==> src/rtl/barrel_shift_pkg.sv <==
// Shared constants and types for the barrel shifter.
// The rotate feature of barrel_shift is enabled by defining BARREL_SHIFT_ROTATE_EN.
package barrel_shift_pkg;

  localparam int WIDTH_DEFAULT = 32;

  typedef logic [WIDTH_DEFAULT-1:0] word_t;

  // One cascade stage per shift-amount bit.
  function automatic int shamt_w(input int width);
    return $clog2(width);
  endfunction

endpackage

==> src/rtl/barrel_shift_stage.sv <==
// One conditional shift-by-DIST stage of the barrel shifter cascade.
// With BARREL_SHIFT_ROTATE_EN defined, the stage can also rotate left.
module barrel_shift_stage #(
  parameter int WIDTH = 32,
  parameter int DIST  = 1
) (
  input  logic [WIDTH-1:0] data_i,
  input  logic             en,
`ifdef BARREL_SHIFT_ROTATE_EN
  input  logic             rotate,
`endif
  output logic [WIDTH-1:0] data_o
);

  // Shift (or rotate) by DIST when enabled, otherwise pass through.
  always_comb begin
    data_o = data_i;
    if (en) begin
`ifdef BARREL_SHIFT_ROTATE_EN
      if (rotate) begin
        data_o = {data_i[WIDTH-1-DIST:0], data_i[WIDTH-1:WIDTH-DIST]};
      end else begin
        data_o = {data_i[WIDTH-1-DIST:0], {DIST{1'b0}}};
      end
`else
      data_o = {data_i[WIDTH-1-DIST:0], {DIST{1'b0}}};
`endif
    end else begin
      data_o = data_i;
    end
  end

endmodule

==> src/rtl/barrel_shift.sv <==
// Registered logical left barrel shifter with one cycle of latency.
// Optional left-rotate mode is enabled by defining BARREL_SHIFT_ROTATE_EN.
module barrel_shift
  import barrel_shift_pkg::*;
#(
  parameter int WIDTH   = WIDTH_DEFAULT,
  parameter int SHAMT_W = shamt_w(WIDTH)
) (
  input  logic               clk,
  input  logic               rst,
  input  logic               in_valid,
  input  logic [WIDTH-1:0]   shift_str,
  input  logic [SHAMT_W-1:0] shift_amnt,
`ifdef BARREL_SHIFT_ROTATE_EN
  input  logic               rotate,
`endif
  output logic [WIDTH-1:0]   shifted_str,
  output logic               out_valid
);

  logic [WIDTH-1:0] stage_data [SHAMT_W+1];
  logic [WIDTH-1:0] shifted_str_d, shifted_str_q;
  logic             out_valid_d, out_valid_q;

  assign stage_data[0] = shift_str;

  // Stage k moves the word by 2^k when shift_amnt[k] is set.
  for (genvar k = 0; k < SHAMT_W; k++) begin : g_stage
    barrel_shift_stage #(
      .WIDTH (WIDTH),
      .DIST  (2 ** k)
    ) u_stage (
      .data_i (stage_data[k]),
      .en     (shift_amnt[k]),
`ifdef BARREL_SHIFT_ROTATE_EN
      .rotate (rotate),
`endif
      .data_o (stage_data[k+1])
    );
  end

  // Capture a new result on in_valid, otherwise hold the last one.
  always_comb begin
    shifted_str_d = shifted_str_q;
    out_valid_d   = 1'b0;
    if (in_valid) begin
      shifted_str_d = stage_data[SHAMT_W];
      out_valid_d   = 1'b1;
    end else begin
      shifted_str_d = shifted_str_q;
      out_valid_d   = 1'b0;
    end
  end

  // Output register; reset discards any sample presented alongside it.
  always_ff @(posedge clk) begin
    if (rst) begin
      shifted_str_q <= '0;
      out_valid_q   <= 1'b0;
    end else begin
      shifted_str_q <= shifted_str_d;
      out_valid_q   <= out_valid_d;
    end
  end

  assign shifted_str = shifted_str_q;
  assign out_valid   = out_valid_q;

endmodule

==> config.mk <==
export PLATFORM = sky130hd
export DESIGN_NAME = barrel_shift
export DESIGN_NICKNAME = d
export VERILOG_FILES = /design/src/rtl/barrel_shift_pkg.sv /design/src/rtl/barrel_shift_stage.sv /design/src/rtl/barrel_shift.sv
export SDC_FILE = /design/constraint.sdc
export NUM_CORES = 1
export LEC_CHECK = 0
export BUFFER_PORTS_ARGS = -buffer_cell sky130_fd_sc_hd__buf_4
export CAP_MARGIN = 25
export CORE_MARGIN = 2
export CORE_UTILIZATION = 48
export DETAILED_ROUTE_END_ITERATION = 8
export PLACE_DENSITY = 0.82
export SETUP_SLACK_MARGIN = 0.05
export SYNTH_ARGS = -nofsm -noshare
export SYNTH_HDL_FRONTEND = slang
export SYNTH_SLANG_ARGS = --single-unit
==> constraint.sdc <==
create_clock -name clk -period 1.7 [get_ports clk]
set_clock_uncertainty 0.05 [all_clocks]
set_input_delay 0.17 -clock clk [delete_from_list [all_inputs] [get_ports clk]]
set_output_delay 0.17 -clock clk [all_outputs]
set_load 0.03 [all_outputs]
* Word-level counts from Yosys, hierarchy flattened
Index checks and enable logic that the tools add are counted.
** Word-level totals
- Register bits after elaboration :: 33
- Output and inout bits :: 33
- Logic and storage cells :: 8
** Operators by class
- Muxes and demuxes :: 6
** Operator list (count)
- 32-bit 2-to-1 mux :: 5
- 1-bit 2-to-1 mux :: 1

* Depth between registers and ports, before layout
Gate-level depths: netlist of run 1.
- Depth in word-level cells :: 5
- Gate-level depth with buffers :: 9
- Gate-level depth less buffers :: 5

* Cells and area by module
A second synthesis of run 1 with hierarchy kept.
** Unflattened totals
- Cell total of the unflattened synthesis :: 284
- Area, all modules :: 3422.0 um2
** Modules (own cells, without submodules)
- barrel_shift :: times used 1, cells each 106, area each 1202.4 um2, sequential area each 660.6 um2
- barrel_shift_stage (g_stage[0].u_stage) :: times used 1, cells each 36, area each 535.5 um2, sequential area each 0.0 um2
- barrel_shift_stage (g_stage[1].u_stage) :: times used 1, cells each 36, area each 521.8 um2, sequential area each 0.0 um2
- barrel_shift_stage (g_stage[2].u_stage) :: times used 1, cells each 36, area each 500.5 um2, sequential area each 0.0 um2
- barrel_shift_stage (g_stage[3].u_stage) :: times used 1, cells each 35, area each 354.1 um2, sequential area each 0.0 um2
- barrel_shift_stage (g_stage[4].u_stage) :: times used 1, cells each 35, area each 307.8 um2, sequential area each 0.0 um2

* Least setup slack after synthesis of run 1
No wires, ideal clock.
- Kind :: in2reg
- From :: input port shift_amnt[2]
- To :: register shifted_str_q[27] (netlist: shifted_str[27])
- Library setup time :: 0.119 ns
- Data arrival time :: 1.537 ns
- Required time :: 1.531 ns
- Setup slack :: -0.006 ns
- Stages on the path :: 7
- Buffers on the path :: 2
- Cells stage by stage :: buf_2 -> buf_2 -> mux4_2 -> mux2_2 -> a32o_1 -> a21oi_1 -> o21ai_1
** Between the ends
- Word-level cells in the longest chain between the ends :: 3
** RTL lines
- start, declared :: RTL line barrel_shift.sv:13 : input logic [SHAMT_W-1:0] shift_amnt,
- 32-bit 2-to-1 mux (3 in series) :: RTL line barrel_shift_stage.sv:18 : if (en) begin
- end signal, assigned :: RTL line barrel_shift.sv:61 : shifted_str_q <= shifted_str_d;
- end, declared :: RTL line barrel_shift.sv:22 : logic [WIDTH-1:0] shifted_str_d, shifted_str_q;
Every way passes these cells.
A chain may end at the register's enable or synchronous reset.

* Final worst setup path of run 1
- From :: input port shift_amnt[1]
- To :: register shifted_str_q[27] (netlist: shifted_str[27])
** Between the ends
- Word-level cells in the longest chain between the ends :: 4
** RTL lines (RTL line)
- 32-bit 2-to-1 mux (4 in series) :: barrel_shift_stage.sv:18
Every way passes these cells.

==> results of run 1 <==
critical path, stage by stage:
cell and delay, ns:
buf_8 0.17, mux4_1 0.58, mux2_2 0.30, a32o_1 0.26
a21oi_1 0.12, o21ai_1 0.08
registers in the layout, summed over array words and instances (netlist names):
register and count:
shifted_str 32, out_valid 1
how the worst max path moves through the flow:
stage	from	to	slack (ns)
finish	shift_amnt[1]	shifted_str[27]$_SDFFE_PP0P_	0.14
global placement	shift_amnt[1]	shifted_str[27]$_SDFFE_PP0P_	-0.21
global route	shift_amnt[0]	shifted_str[29]$_SDFFE_PP0P_	0.08
detailed placement	shift_amnt[1]	shifted_str[27]$_SDFFE_PP0P_	-0.28
CTS	shift_amnt[1]	shifted_str[27]$_SDFFE_PP0P_	0.1
floorplan	shift_amnt[1]	shifted_str[27]$_SDFFE_PP0P_	0.03
final cells by class:
type	count	area share [%]
clock buffers	7	2.34
flip-flops and latches	33	17.9
multi-input cells	216	52.6
inverters	4	0.407
repair buffers	111	23.5
clock inverters	1	0.815
well taps	72	2.44
cell families (layout without fill, tap and decap cells):
| kind of cell | after synthesis | in the layout | share of synthesized area (%) |
|---|---|---|---|
| simple gates | 77 | 77 | 11.7 |
| mux | 62 | 62 | 39.6 |
| buf+inv | 29 | 123 | 6.17 |
| compound gates | 77 | 77 | 18.7 |
| flops | 33 | 33 | 23.8 |
repair_timing:
action                                  in CTS  in global routing
gates cloned                                 0                  0
endpoints found under the setup margin       1                  1
gates resized for setup                      1                  1
power by group through the flow:
stage / Clock (µW) / Sequential (µW) / Combinational, µW
6_report: 765 / 841 / 914
4_1_cts: 764 / 841 / 901
3_5_place_dp: 0 / 858 / 896
3_3_place_gp: 0 / 857 / 877
5_1_grt: 804 / 845 / 969
2_1_floorplan: 0 / 934 / 477
per-stage QoR:
step	setup slack, ns	utilization (%)	hold slack [ns]	area, µm²	TNS, ns
after floorplan	0.0346	-	0.275	2790	0
after global placement	-0.206	64.3	0.397	3560	-3.04
after detailed placement	-0.277	64.3	0.401	3560	-3.78
after CTS	0.0964	66.5	0.131	3680	0
after global routing	0.0773	66.5	0.160	3690	0
final	0.136	66.5	0.137	3690	0
cells in the final DEF, fill, tap and decap left out, types with 2 or more instances in the layout:
master | netlist | layout
buf_4 | 5 | 108
nand2_1 | 42 | 42
dfxtp_1 | 33 | 33
mux4_2 | 23 | 25
a21oi_1 | 22 | 22
mux2i_1 | 17 | 17
nor2_1 | 17 | 17
mux2_2 | 11 | 11
a22o_1 | 11 | 11
o22ai_1 | 10 | 10
mux4_1 | 11 | 9
a22oi_1 | 8 | 8
o21ai_0 | 7 | 7
clkbuf_8 | 0 | 6
nor3_1 | 5 | 5
nand3_1 | 5 | 5
inv_1 | 3 | 3
a31oi_1 | 3 | 3
a32oi_1 | 3 | 3
o221ai_1 | 2 | 2
nand3b_1 | 2 | 2
a32o_1 | 2 | 2
o21ai_1 | 2 | 2
buf_12 | 0 | 2
layer usage:
layer / vias up / share of wire (%) / global-route usage, %
li1: 1289 / - / -
met1: 1342 / 43 / 36.0
met2: 155 / 48 / 41.4
met3: 24 / 6.9 / 3.15
met4: 0 / 1.9 / 8.64
met5: - / 0 / 0
==> flow_metrics.py, run 1 <==
metrics = {
    "sta": {
        "rsz0062_at_grt": "false",
        "fin_crit_sh_pct": 92.0,
        "maxSlewHeadroom_pct": 64.2,
        "fmax_ghz": 0.639,
        "finalSetupViolCount": 0,
        "final_hold_viol_count": 0,
        "finalCriticalPeriod_ns": 1.56,
        "worst_pin_slew_ns": 0.531,
        "slew_violations": 0,
    },
    "yosys": {
        "avgSynthCellArea_um2": 9.99,
        "synth.top_cells.by_count": "nand2_1, dfxtp_1, mux4_2",
        "yosysMostFrequentCell": "nand2_1",
        "synth_edf_count": 0,
        "yosysTopAreaCellShare_pct": 23.8,
        "synth-seq-cells": 33,
        "yosysUniqueCellTypes": 40,
        "synth_flop_cell": "dfxtp_1",
        "yosysSeqAreaShare_pct": 23.8,
        "syn_nets": 318,
        "yosys_warnings": 0,
        "synth_area_mm2": 0.00278,
        "async_reset_ff_share_pct": 0,
        "synth_area_leaders": "dfxtp_1, mux4_2, mux4_1",
        "syn_inst": 278,
        "yosysTopAreaCell": "dfxtp_1",
    },
    "cells_and_area": {
        "num_antenna_cells": 0,
        "nets": 411,
        "syn_to_final_growth_pct": 32.7,
        "fill_cells": 449,
        "final_cells": 444,
        "multiInputGateArea_mm2": 0.00194,
        "drive_gt1_share_pct": 42.2,
        "register_area_um2": 661,
    },
    "cts": {
        "clock_tree.root_cell": "clkbuf_8",
        "holdBufCountCts": 0,
        "post-cts-setup-buffer-count": 0,
        "insertion_delay_ns": 0.29,
        "cts_buffer_depth": 2,
        "clk_pin_slew_ns": 0.07,
        "numCtsBuffers": 5,
        "h-tree-depth": 2,
        "cts.sinks": 33,
        "cts_tree": "done",
    },
    "power_and_ir_drop": {
        "power_switching_uw": 789,
        "pwr_density_cell_mw_per_mm2": 684,
        "power_uw": 2520,
        "swShare_pct": 31.3,
        "irDropWorstVdd_uv": 467,
        "power_frac_comb_pct": 36.3,
        "p_leak_uw": 0.00159,
        "p_seq_share_pct": 33.4,
        "pwr-share-clk_pct": 30.4,
        "p_int_uw": 1730,
    },
    "floorplan": {
        "core-area_mm2": 0.00554,
        "die-width_um": 80.1,
        "dieHeight_um": 80.1,
        "num_io_pins": 73,
        "fp-row-count": 27,
        "initial_utilization_pct": 50.1,
        "die_area_mm2": 0.00641,
    },
    "global_routing": {
        "antenna_found_initial": 0,
        "grt_first_pass_wirelength_mm": 13.0,
        "overflow": 0,
        "track_usage_pct": 25.7,
        "grt_pass1_vias": 2654,
        "grt_max_degree": 22,
    },
    "setup_path": {
        "reg2reg_depth": 3,
        "worstPathMaxFanout": 20,
        "critPathLaunchType": "primary input",
        "rrSetupSlack_ns": 0.79,
        "regToRegEndpoint": "shifted_str[27]$_SDFFE_PP0P_",
        "cp-end-kind": "flop",
        "crit_type": "primary input to flop",
        "cp.required_ns": 1.83,
        "arrival_ns": 1.69,
        "regToRegStartpoint": "shifted_str[27]$_SDFFE_PP0P_",
    },
    "drt": {
        "antenna_left": 0,
        "totalWireLength_mm": 8.21,
        "drtIter0Drc": 333,
        "drcViolationCount": 0,
        "dr.pass1.iters": 5,
        "vias_per_cell": 6.33,
        "wl_per_cell_um": 18.5,
        "dr_total_vias": 2810,
    },
    "run": {
        "cap_violations": 0,
    },
    "hold_path": {
        "holdPathStages": 2,
        "min_delay_worst_endpoint": "out_valid$_SDFF_PP0_",
        "hp-start": "rst",
        "hp-class": "primary input to flop",
    },
    "run_status": {
        "status": "complete, no violations",
    },
    "placement": {
        "io_buffer_count": 72,
        "placed_cells": 436,
        "hpwlAfterDp_mm": 6.35,
        "place_congestion": 0.999,
    },
}
Note: power is estimated with default switching activity, not from simulation.
==> run 2, diff against run 1 <==
==> constraint.sdc (replaced) <==
create_clock -name clk -period 1.7 [get_ports clk]
set_clock_uncertainty 0.05 [all_clocks]
set_input_delay 0.34 -clock clk [delete_from_list [all_inputs] [get_ports clk]]
set_output_delay 0.34 -clock clk [all_outputs]
set_load 0.03 [all_outputs]
==> run 2 against run 1 <==
Total power down 4.2%. Largest cell class unchanged. Routed wire length up 3.7%. Sequential share of layout area down 0.92 points. Via count up 2.5%. Critical path depth up 1. Critical path type unchanged. Worst hold slack better by 0.21 ns. Sequential power about the same. Maximum frequency down 4.1%. First-iteration DRC count down 9.6%.
==> flow_metrics.py, run 2 (synthesized netlist as in run 1, its figures left out) <==
metrics = {
    "power_and_ir_drop": {
        "pwr_density_cell_mw_per_mm2": 622,
        "power_switching_uw": 811,
        "p_leak_uw": 0.00167,
        "p_int_uw": 1600,
        "power_uw": 2410,
        "irDropWorstVdd_uv": 473,
        "pwr-share-clk_pct": 23.7,
        "p_seq_share_pct": 34.8,
        "power_frac_comb_pct": 41.5,
        "swShare_pct": 33.6,
    },
    "cells_and_area": {
        "final_common_cell": "buf_4",
        "final_cells": 460,
        "fill_cells": 433,
        "layout_common_cells": "buf_4, nand2_1, dfxtp_1, mux4_2, a21oi_1",
        "multiInputGateArea_mm2": 0.00198,
        "fin_area_mm2": 0.00388,
        "num_antenna_cells": 0,
        "drive_gt1_share_pct": 47.9,
        "register_area_um2": 661,
        "syn_to_final_growth_pct": 39.9,
        "largest_reg_flops": 32,
        "nets": 427,
    },
    "drt": {
        "totalWireLength_mm": 8.51,
        "dr_total_vias": 2879,
        "drtIter0Drc": 301,
        "vias_per_cell": 6.26,
        "antenna_left": 0,
        "wl_per_cell_um": 18.5,
        "dr.pass1.iters": 5,
        "drcViolationCount": 0,
    },
    "run_status": {
        "status": "complete, no violations",
    },
    "sta": {
        "timing.final.ws_setup_ns": 0.0690,
        "final_hold_viol_count": 0,
        "rsz0062_at_grt": "true",
        "finalCriticalPeriod_ns": 1.63,
        "finalSetupViolCount": 0,
        "fmax_ghz": 0.613,
        "worst_pin_slew_ns": 0.998,
        "hold_ws_ns": 0.347,
        "fin_crit_sh_pct": 95.9,
        "slew_violations": 0,
        "maxSlewHeadroom_pct": 32.9,
    },
    "cts": {
        "insertion_delay_ns": 0.29,
        "clock_tree.root_cell": "clkbuf_8",
        "cts_tree": "done",
        "numCtsBuffers": 5,
        "cts_buffer_depth": 2,
        "cts.sinks": 33,
        "clk_pin_slew_ns": 0.07,
        "h-tree-depth": 2,
    },
    "global_routing": {
        "overflow": 0,
        "grt_pass1_vias": 2699,
        "grt_max_degree": 22,
        "antenna_found_initial": 0,
        "track_usage_pct": 27.2,
        "grt_first_pass_wirelength_mm": 13.6,
    },
    "placement": {
        "placed_cells": 450,
        "pre_cts_ws_ns": -0.475,
        "io_buffer_count": 72,
        "place_congestion": 0.962,
        "hpwlAfterDp_mm": 6.62,
        "placed_area_mm2": 0.00367,
    },
    "setup_path": {
        "crit_type": "primary input to flop",
        "regToRegStartpoint": "shifted_str[23]$_SDFFE_PP0P_",
        "path_buf_inv": 2,
        "worstPathMaxFanout": 4,
        "cpMaxStageDelayCell": "mux4_2",
        "crit_chain": "buf_4 -> mux4_2 -> mux2i_2 -> buf_4 -> mux2i_2 -> a222oi_1 -> nor2_1",
        "worstSetupStartpoint": "shift_str[8]",
        "cp-end-kind": "flop",
        "cpPeakStageDelay_ns": 0.51,
        "crit_family": "multiplexers",
        "cp.required_ns": 1.82,
        "critPathLaunchType": "primary input",
        "arrival_ns": 1.76,
    },
    "floorplan": {
        "die_area_mm2": 0.00641,
        "initial_utilization_pct": 50.1,
        "dieHeight_um": 80.1,
        "num_io_pins": 73,
        "die-width_um": 80.1,
        "fp-row-count": 27,
        "core-area_mm2": 0.00554,
    },
    "hold_path": {
        "hp-class": "primary input to flop",
        "hp-start": "rst",
    },
    "run": {
        "cap_violations": 0,
    },
}
==> run 2: area by class of cell <==
class	instances	share of cell area [%]
Clock buffer	6	1.87
Clock inverter	2	0.258
Inverter	4	0.386
Multi-Input combinational cell	216	50.9
Sequential cell	33	17.0
Tap cell	72	2.32
Timing Repair Buffer	127	27.3
==> run 2: metrics by stage <==
stage | setup TNS, ns | util [%]
after floorplan | -0.670 | -
after global placement | -7.17 | 66.3
after detailed placement | -8.03 | 66.3
after CTS | 0 | 69.2
after global routing | 0 | 70.1
final | 0 | 70.1
==> run 2: path summary, 6_finish.rpt <==
path / to / slack (ns) / cells past startpoint
worst max register to register: shifted_str[23]$_SDFFE_PP0P_ / 0.74 / 2
worst min register to register: shifted_str[15]$_SDFFE_PP0P_ / 0.42 / 2
worst min-delay path: shifted_str[23]$_SDFFE_PP0P_ / 0.35 / 3
worst max-delay path: shifted_str[23]$_SDFFE_PP0P_ / 0.07 / 7
==> run 2: timing repair <==
action	CTS	global route
setup buffers	0	0
setup endpoints to repair	18	8
cloned	1	1
gates resized for setup	11	8
pin swaps	1	4
hold buffers	0	0
==> run 2: worst min-delay path: cells and delay by family <==
| kind | cells | cell delay [ns] |
|---|---|---|
| buffers and inverters | 2 | 0.26 |
| and+or+nand+nor | 1 | 0.05 |
==> run 2: routing by layer <==
layer,vias up,GRT usage (%),wire length [µm]
met4,0,10.5,216
li1,1316,-,-
met5,-,0,0
met1,1368,36.3,3480
met3,23,4.83,687
met2,172,43.9,4130
==> run 2: power by group through the flow <==
stage / Clock (µW) / Combinational [µW] / Sequential [µW]
6_report: 573 / 1000 / 840
4_1_cts: 577 / 973 / 840
3_5_place_dp: 0 / 945 / 858
2_1_floorplan: 0 / 496 / 934
3_3_place_gp: 0 / 926 / 856
5_1_grt: 617 / 1070 / 843
==> run 3, diff against run 2 <==
- BUFFER_PORTS_ARGS: -buffer_cell sky130_fd_sc_hd__buf_4 -> not set
- CORE_UTILIZATION: 48 -> 50
- DONT_BUFFER_PORTS: not set -> 1
- PLACE_DENSITY: 0.82 -> 0.73
- SETUP_SLACK_MARGIN: 0.05 -> 0.1
==> run 3 against run 2 <==
Utilization shrank 17 points. Sequential power up 10%. Critical path type unchanged. Routed wire length shrank 15%. Worst hold slack worse by 0.28 ns. Cell area fell by 25%. Register-to-register slack worse by 0.09 ns.
==> flow_metrics.py, run 3 (synthesized netlist as in run 1, its figures left out) <==
metrics = {
    "drt": {
        "wl_per_cell_um": 20.9,
        "antenna_left": 0,
        "vias_per_cell": 6.88,
        "drtIter0Drc": 221,
        "totalWireLength_mm": 7.24,
        "dr.pass1.iters": 5,
        "dr_total_vias": 2380,
        "drcViolationCount": 0,
    },
    "cells_and_area": {
        "fin_util_pct": 53.5,
        "final_common_cell": "nand2_1",
        "syn_to_final_growth_pct": 4.77,
        "largest_reg_flops": 32,
        "layout_common_cells": "nand2_1, dfxtp_1, mux4_2, a21oi_1",
        "fin_area_mm2": 0.00291,
        "drive_gt1_share_pct": 23.4,
        "num_antenna_cells": 0,
        "nets": 314,
    },
    "setup_path": {
        "cp.required_ns": 1.82,
        "crit_type": "primary input to flop",
        "arrival_ns": 1.57,
        "worstPathMaxFanout": 38,
        "cpPeakStageDelay_ns": 0.52,
        "worstSetupStartpoint": "shift_amnt[0]",
        "regToRegStartpoint": "shifted_str[31]$_SDFFE_PP0P_",
        "cp-end-kind": "flop",
        "crit_chain": "mux4_2 -> and2_0 -> a31oi_1 -> o22ai_1 -> a22o_1",
        "crit_family": "compound AO/OA/AOI/OAI gates",
        "cpMaxStageDelayCell": "mux4_2",
        "path_buf_inv": 0,
        "critPathLaunchType": "primary input",
    },
    "placement": {
        "place_congestion": 0.991,
        "io_buffer_count": 0,
        "hpwlAfterDp_mm": 5.58,
        "placed_area_mm2": 0.00282,
    },
    "cts": {
        "post-cts-setup-buffer-count": 0,
        "h-tree-depth": 2,
        "numCtsBuffers": 5,
        "cts_tree": "done",
        "holdBufCountCts": 0,
        "clock_tree.root_cell": "clkbuf_8",
        "clk_pin_slew_ns": 0.07,
        "ctsResizeCount": 0,
        "insertion_delay_ns": 0.28,
        "cts.sinks": 33,
        "cts_buffer_depth": 2,
    },
    "run": {
        "cap_violations": 0,
    },
    "sta": {
        "maxSlewHeadroom_pct": 65.1,
        "slew_violations": 0,
        "finalSetupViolCount": 0,
        "worst_pin_slew_ns": 0.520,
        "finalCriticalPeriod_ns": 1.45,
        "hold_ws_ns": 0.0668,
        "final_hold_viol_count": 0,
        "fmax_ghz": 0.689,
        "rsz0062_at_grt": "false",
        "fin_crit_sh_pct": 85.3,
    },
    "power_and_ir_drop": {
        "p_leak_uw": 0.00109,
        "pwr_density_cell_mw_per_mm2": 708,
        "irDropWorstVdd_uv": 420,
    },
    "run_status": {
        "status": "complete, no violations",
    },
    "global_routing": {
        "grt_max_degree": 46,
        "overflow": 0,
        "grt_pass1_vias": 2230,
        "grt_first_pass_wirelength_mm": 11.4,
        "antenna_found_initial": 0,
        "track_usage_pct": 23.9,
    },
    "floorplan": {
        "die_area_mm2": 0.00617,
        "initial_utilization_pct": 51.1,
        "fp-row-count": 27,
        "core-area_mm2": 0.00544,
        "dieHeight_um": 78.5,
        "die-width_um": 78.5,
        "num_io_pins": 73,
    },
    "hold_path": {
        "hp-class": "primary input to flop",
        "hp-start": "rst",
    },
}
==> run 3: cell types whose count changed in the layout (fill, tap and decap cells not counted), sizes merged <==
cell / delta
buf: -112
clkinv: -2
==> run 3: worst paths after layout <==
path | cells past startpoint | slack (ns) | to
worst max-delay path | 5 | 0.25 | shifted_str[8]$_SDFFE_PP0P_
worst min-delay path | 1 | 0.07 | shifted_str[30]$_SDFFE_PP0P_
worst max register to register | 4 | 0.65 | shifted_str[31]$_SDFFE_PP0P_
worst min register to register | 2 | 0.55 | shifted_str[7]$_SDFFE_PP0P_
==> run 3: per-layer routing <==
layer	routed length (µm)	share of wire, %	global-route usage (%)	vias to the layer above
met5	0	0	0	-
met4	99	1.4	6.84	0
met3	685	9.5	6.44	10
met2	3400	47	36.8	136
met1	3050	42	33.2	1144
li1	-	-	-	1090
==> run 3: cell type report <==
| cell class | instances | area [µm²] |
|---|---|---|
| inverter | 4 | 15.0 |
| fill | 493 | 2530 |
| sequential | 33 | 661 |
| multi-input combinational | 216 | 1950 |
| timing repair buffer | 14 | 105 |
| clock buffer | 7 | 86.3 |
| tap | 72 | 90.1 |
==> run 3: power by group <==
group          leakage [µW]  switching [µW]  total [µW]  internal, µW
clock network     0.0000443             269         590           321
registers          0.000269             112         927           815
logic              0.000773             240         542           303
==> run 3: through the flow <==
step	setup slack [ns]	total power [µW]	setup TNS (ns)	instances
6_report	0.249	2060	0	346
5_1_grt	0.203	2150	0	346
4_1_cts	0.262	2060	0	346
3_5_place_dp	-0.0397	1480	-0.120	339
3_3_place_gp	-0.0313	1480	-0.0695	339
2_1_floorplan	-0.111	1440	-0.692	278
